$ cat src/rtl/ddc_fs4_if.sv
// Sample-in / baseband-out bus of the fs/4 down-converter.
// The master drives the IF stream and controls; the slave returns I/Q results.
interface ddc_fs4_if #(
  parameter int DW = 16
);
  logic signed [DW-1:0] adc_data;
  logic                 adc_valid;
  logic                 sync;
  logic [2:0]           cut_ctl;
  logic signed [DW-1:0] ddc_out_i;
  logic signed [DW-1:0] ddc_out_q;
  logic                 ddc_out_valid;
  logic [15:0]          sat_cnt;

  modport master (
    output adc_data, adc_valid, sync, cut_ctl,
    input  ddc_out_i, ddc_out_q, ddc_out_valid, sat_cnt
  );

  modport slave (
    input  adc_data, adc_valid, sync, cut_ctl,
    output ddc_out_i, ddc_out_q, ddc_out_valid, sat_cnt
  );
endinterface

$ cat src/rtl/ddc_fs4.sv
// fs/4 digital down-converter: multiplier-free NCO mix, integrate-and-dump
// decimation by 2^DEC_LOG2, then shift/saturate to DW-bit I/Q.
module ddc_fs4 #(
  parameter int DW       = 16,
  parameter int DEC_LOG2 = 2
) (
  input  logic      clk_ddc,
  input  logic      rst,
  ddc_fs4_if.slave  bus
);
  localparam int MW = DW + 1;
  localparam int AW = DW + 1 + DEC_LOG2;
  localparam logic signed [AW-1:0] MAX_V = AW'((2 ** (DW - 1)) - 1);
  localparam logic signed [AW-1:0] MIN_V = AW'(-(2 ** (DW - 1)));

  logic [1:0]           phase;
  logic [1:0]           sel;
  logic signed [MW-1:0] x_ext;
  logic signed [MW-1:0] x_neg;
  logic signed [MW-1:0] mix_i;
  logic signed [MW-1:0] mix_q;
  logic                 mix_valid;

  logic [DEC_LOG2-1:0]  cnt;
  logic signed [AW-1:0] acc_i;
  logic signed [AW-1:0] acc_q;
  logic signed [AW-1:0] next_i;
  logic signed [AW-1:0] next_q;
  logic signed [AW-1:0] sum_i;
  logic signed [AW-1:0] sum_q;
  logic                 sum_valid;

  logic signed [AW-1:0] val_i;
  logic signed [AW-1:0] val_q;
  logic [DW-1:0]        cut_i;
  logic [DW-1:0]        cut_q;
  logic                 sat_i;
  logic                 sat_q;

  // A sync cycle forces the sample it accepts to phase 0.
  assign sel   = bus.sync ? 2'd0 : phase;
  assign x_ext = {bus.adc_data[DW-1], bus.adc_data};
  assign x_neg = -x_ext;

  always_ff @(posedge clk_ddc or posedge rst) begin
    if (rst) begin
      phase     <= '0;
      mix_i     <= '0;
      mix_q     <= '0;
      mix_valid <= 1'b0;
    end else begin
      mix_valid <= bus.adc_valid;
      if (bus.adc_valid) begin
        phase <= sel + 2'd1;
        case (sel)
          2'd0:    begin mix_i <= x_ext; mix_q <= '0;    end
          2'd1:    begin mix_i <= '0;    mix_q <= x_neg; end
          2'd2:    begin mix_i <= x_neg; mix_q <= '0;    end
          default: begin mix_i <= '0;    mix_q <= x_ext; end
        endcase
      end else if (bus.sync) begin
        phase <= 2'd0;
      end
    end
  end

  assign next_i = acc_i + {{DEC_LOG2{mix_i[MW-1]}}, mix_i};
  assign next_q = acc_q + {{DEC_LOG2{mix_q[MW-1]}}, mix_q};

  // Sync drops whatever mixed sample is waiting here; a dumped sum already
  // in sum_valid still reaches the output stage on this edge.
  always_ff @(posedge clk_ddc or posedge rst) begin
    if (rst) begin
      cnt       <= '0;
      acc_i     <= '0;
      acc_q     <= '0;
      sum_i     <= '0;
      sum_q     <= '0;
      sum_valid <= 1'b0;
    end else if (bus.sync) begin
      cnt       <= '0;
      acc_i     <= '0;
      acc_q     <= '0;
      sum_valid <= 1'b0;
    end else if (mix_valid) begin
      if (cnt == '1) begin
        sum_i     <= next_i;
        sum_q     <= next_q;
        sum_valid <= 1'b1;
        acc_i     <= '0;
        acc_q     <= '0;
        cnt       <= '0;
      end else begin
        acc_i     <= next_i;
        acc_q     <= next_q;
        cnt       <= cnt + DEC_LOG2'(1);
        sum_valid <= 1'b0;
      end
    end else begin
      sum_valid <= 1'b0;
    end
  end

  always_comb begin
    val_i = sum_i >>> bus.cut_ctl;
    val_q = sum_q >>> bus.cut_ctl;
    sat_i = (val_i > MAX_V) || (val_i < MIN_V);
    sat_q = (val_q > MAX_V) || (val_q < MIN_V);
    cut_i = val_i[DW-1:0];
    cut_q = val_q[DW-1:0];
    if (val_i > MAX_V)      cut_i = MAX_V[DW-1:0];
    else if (val_i < MIN_V) cut_i = MIN_V[DW-1:0];
    if (val_q > MAX_V)      cut_q = MAX_V[DW-1:0];
    else if (val_q < MIN_V) cut_q = MIN_V[DW-1:0];
  end

  always_ff @(posedge clk_ddc or posedge rst) begin
    if (rst) begin
      bus.ddc_out_i     <= '0;
      bus.ddc_out_q     <= '0;
      bus.ddc_out_valid <= 1'b0;
      bus.sat_cnt       <= '0;
    end else begin
      bus.ddc_out_valid <= sum_valid;
      if (sum_valid) begin
        bus.ddc_out_i <= cut_i;
        bus.ddc_out_q <= cut_q;
        if ((sat_i || sat_q) && (bus.sat_cnt != 16'hFFFF))
          bus.sat_cnt <= bus.sat_cnt + 16'd1;
      end
    end
  end
endmodule

$ cat src/flat_wrapper.sv
// flat-port wrapper written by rule: the top's interface ports become plain ports
module ddc_fs4_flat 
#(
  parameter int DW       = 16,
  parameter int DEC_LOG2 = 2
)
  (clk_ddc, rst, bus_adc_data, bus_adc_valid, bus_sync, bus_cut_ctl, bus_ddc_out_i, bus_ddc_out_q, bus_ddc_out_valid, bus_sat_cnt);
  ddc_fs4_if #(.DW(DW)) bus_i ();
  input  logic clk_ddc;
  input  logic rst;
  input wire logic [$bits(bus_i.adc_data)-1:0] bus_adc_data;
  input wire logic [$bits(bus_i.adc_valid)-1:0] bus_adc_valid;
  input wire logic [$bits(bus_i.sync)-1:0] bus_sync;
  input wire logic [$bits(bus_i.cut_ctl)-1:0] bus_cut_ctl;
  output wire logic [$bits(bus_i.ddc_out_i)-1:0] bus_ddc_out_i;
  output wire logic [$bits(bus_i.ddc_out_q)-1:0] bus_ddc_out_q;
  output wire logic [$bits(bus_i.ddc_out_valid)-1:0] bus_ddc_out_valid;
  output wire logic [$bits(bus_i.sat_cnt)-1:0] bus_sat_cnt;
  assign bus_i.adc_data = bus_adc_data;
  assign bus_i.adc_valid = bus_adc_valid;
  assign bus_i.sync = bus_sync;
  assign bus_i.cut_ctl = bus_cut_ctl;
  assign bus_ddc_out_i = bus_i.ddc_out_i;
  assign bus_ddc_out_q = bus_i.ddc_out_q;
  assign bus_ddc_out_valid = bus_i.ddc_out_valid;
  assign bus_sat_cnt = bus_i.sat_cnt;
  ddc_fs4 #(.DW(DW), .DEC_LOG2(DEC_LOG2)) u_core (.clk_ddc(clk_ddc), .rst(rst), .bus(bus_i));
endmodule
$ cat config.mk
export PLATFORM = sky130hd
export DESIGN_NAME = ddc_fs4_flat
export DESIGN_NICKNAME = d
export VERILOG_FILES = /design/src/rtl/ddc_fs4_if.sv /design/src/rtl/ddc_fs4.sv /design/src/flat_wrapper.sv
export SDC_FILE = /design/constraint.sdc
export NUM_CORES = 1
export LEC_CHECK = 0
export CORE_UTILIZATION = 35
export CTS_CLUSTER_DIAMETER = 150
export CTS_CLUSTER_SIZE = 28
export DETAILED_ROUTE_END_ITERATION = 8
export GPL_ROUTABILITY_DRIVEN = 0
export PLACE_DENSITY = 0.61
export SLEW_MARGIN = 20
export SYNTH_ARGS = -nofsm -noshare
export SYNTH_HDL_FRONTEND = slang
export SYNTH_SLANG_ARGS = --single-unit
$ cat constraint.sdc
create_clock -name clk_ddc -period 7.2 [get_ports clk_ddc]
set_input_delay 1.44 -clock clk_ddc [delete_from_list [all_inputs] [get_ports clk_ddc]]
set_output_delay 1.44 -clock clk_ddc [all_outputs]
set_load 0.02 [all_outputs]
==> impl_results.md <==
- Via/cell ratio: 5.42
- Worst Tran Pin Value: 1060 ps
- Largest stage delay, worst path: 800 ps
- Buf/Inv on CP: 3
- Port Buffers: just over 70
- Avg Cell Area, Syn: 8.78 um^2
- TritonCTS clock tree: built
- Total core area: 29600 um^2
- FILL cells: between 2000 and 3000
- DRT antenna net count: 0
- Count leader, synth: dfrtp_1
- Slew margin rel.: between 20% and 30%
- Hold path endpoint: u_core.sum_q[0]
- Clk slew on worst S/H paths: 70 ps
- Area leader, netlist: dfrtp_1
- Die H: around 180 um
- Drt first pass iters: 5
- Synth cell count leaders: dfrtp_1, nand2_1, a21oi_1, nor2_1, o21ai_0
- Ys flop type: dfrtp_1
- # hold bufs at CTS: 0
- Rows: 63
- Die area: 30700 um^2
- R2r endpoint: u_core.sum_q[17]
- Setup WS post-layout: approximately 3000 ps
- Final nets: 1289
- Worst Reg-to-Reg Cells: 8
- Max-slew violations: 0
- #FFs+latches synth: 165
- Syn Nets: between 1000 and 1500
- DRC: 0
- Worst setup path category: in -> reg
- Via Count: ~9000
- CTS Buffer Depth: 2
- Hold path start: u_core.sum_q[0]
- CP max FO: 58
- Register area share after synthesis: a little under 40%
- Non-filler cells, final: 1624
- RSZ-0062 raised after global routing: no
- Vias in the first global route: 8252
- Period utilization: between 50 and 60%
- HP Class: reg -> reg
- Netlist cell types: 71
- EDFF count, synth: 0
- Pwr dens: 258 nW/um^2
- Setup bufs post-CTS: 0
- Post-synth top area share: about 39%
- Final Hold Fails: 0
- Initial DRC Count: 480
- Startpoint Class: input port
- Setup-failing EPs final: 0
- Post-Place Cells: 1592
- Min Hold Slack: a little under 500 ps
- Layout cells sized above 1: a little under 8%
- First-pass GRT wire length: about 43 mm
- Crit path time final: roughly 4200 ps
- Initial antenna violation count: 0
- Starting Density: a little over a third
- Post-DP HPWL: ~18 mm
- DP Area: between 10000 and 15000 um^2
- CTS root buf: clkbuf_16
- Routed WL: about 26 mm
- Synth top area cells: dfrtp_1, nand2_1, a21oi_1
- R2R setup slack: just over 4000 ps
- CTS sink count: approximately 170
- Pleak: 5.17 nW
- N_diodes: 0
- Clock latency on the worst-skew pair: ~430 ps
- Worst Hold Path Cells: 2
- Area growth, synth to finish: 14.5%
- Max-Cap Viols: 0
- Die Wd: roughly 180 um
- Cts bufs inserted: 17
- GRT Residual Overflow: 0
- Gates resized, CTS repair: 0
- Critical path capture point type: flip-flop
- GRT Util Overall: 17.4%
- CTS H-Tree Depth: 4
- Ports: 72
- Final setup skew: roughly 11 ps
- Worst path top cell family by delay: buffers and inverters
- Reg2Reg Launch Point: u_core.cnt[0]
- Highest clock rate: between 0.2 and 0.25 GHz
- Sum Neg Setup Slack: 0 ps
- Critical-path top delay cell: clkinv_1
- Per-cell routed wire length: 15.9 um
- WP data required: about 7500 ps
- Synth async-reset ratio: between 90% and 100%
- Fin area: 12000 um^2
- Status: completed
- Ys Warns: 0
- Synth Instances: between 1000 and 1500
- Crit-path cells: clkdlybuf4s50_1, nand3b_1, buf_4, clkinv_1, and3_1, a21oi_1, o41ai_1, or3_1
- Dpl ws: ~2600 ps
- Pin count of the biggest net entering global routing: between 70 and 80
- Worst endpoint data arrival time: around 4500 ps
- Netlist area before placement: between 10000 and 15000 um^2
- Worst vdd ir: 0.000182 V
## placed cells by master, fill, tap and decap left out, drive strengths merged, types with 6 or more instances in the layout
master and instances:
nor4 12, inv 56, o31ai 13, ha 43
a21oi 121, mux4 14, o22ai 19, a21o 22
buf 11, nand2 162, or3 8, and2 15
nor2 94, nand3 28, a31o 9, nand4 9
clkdlybuf4s50 68, o21a 13, dfrtp 165, nor2b 9
a211oi 6, xor2 19, xnor2 23, o211ai 12
a22o 12, a32o 8, o21ai 76, a31oi 10
nor3 24, a22oi 12, a21boi 7, and3 6
clkbuf 18, mux2i 26, mux2 13, nand2b 12
nor3b 11
## logic make-up after synthesis
group,count (synthesis),synth area share (%)
xor+xnor,42,3.51
mux,53,6.88
fa+ha+maj,45,5.51
buf+inv,119,4.62
compound gates,362,21.8
flops,165,39.4
simple gates,408,18.3
## worst min-delay path, stage by stage, from the launching register on
cell and delay (ps):
dfrtp_1 350, nand2_1 50, nand2_1 50
## routing by layer
| layer | share of wire [%] | vias to the layer above | GRT usage [%] |
|---|---|---|---|
| met5 | 0 | - | 0 |
| met4 | 0.98 | 0 | 4.53 |
| met3 | 3.7 | 20 | 2.79 |
| met2 | 42 | 187 | 25.0 |
| met1 | 53 | 4235 | 26.7 |
| li1 | - | 4355 | - |
## state kept, by name, indices dropped and copies added, names as in the netlist, 2 cells and up
signal,count
u_core.acc_i,19
u_core.acc_q,19
u_core.sum_i,19
u_core.sum_q,19
u_core.bus.ddc_out_q,16
u_core.phase,2
u_core.mix_q,17
u_core.bus.sat_cnt,16
u_core.mix_i,17
u_core.bus.ddc_out_i,16
u_core.cnt,2
## worst max-delay path by stage
stage	start	to	slack [ps]	depth (start not counted)
2_1_floorplan	rst	u_core.acc_i[0]	1300	1
3_3_place_gp	bus_sync	u_core.sum_q[17]	2640	8
3_5_place_dp	bus_sync	u_core.sum_q[17]	2560	8
4_1_cts	bus_sync	u_core.sum_q[17]	3000	8
5_1_grt	bus_sync	u_core.sum_q[17]	2770	8
6_report	bus_sync	u_core.sum_q[17]	3000	8
## area by class of cell
cell class	instances	area (um^2)	share of cell area [%]
Clock buffer	18	429	3.57
Clock inverter	14	136	1.14
Inverter	48	185	1.54
Multi-Input combinational cell	910	5880	49.0
Sequential cell	165	4130	34.4
Tap cell	390	488	4.06
Timing Repair Buffer	79	756	6.29
## report_power, final
group          total (W)  internal, W  switching (W)  leakage, nW
Clock           0.000883     0.000460       0.000424        0.275
Combinational   0.000984     0.000426       0.000557         2.85
Sequential       0.00123      0.00108       0.000149         2.05
## stage by stage
step | utilization (%) | power, W
2_1_floorplan | - | 0.00190
3_3_place_gp | 38.7 | 0.00220
3_5_place_dp | 38.7 | 0.00222
4_1_cts | 40.6 | 0.00312
5_1_grt | 40.6 | 0.00330
6_report | 40.6 | 0.00310
Power figures use the tool's default switching activity.
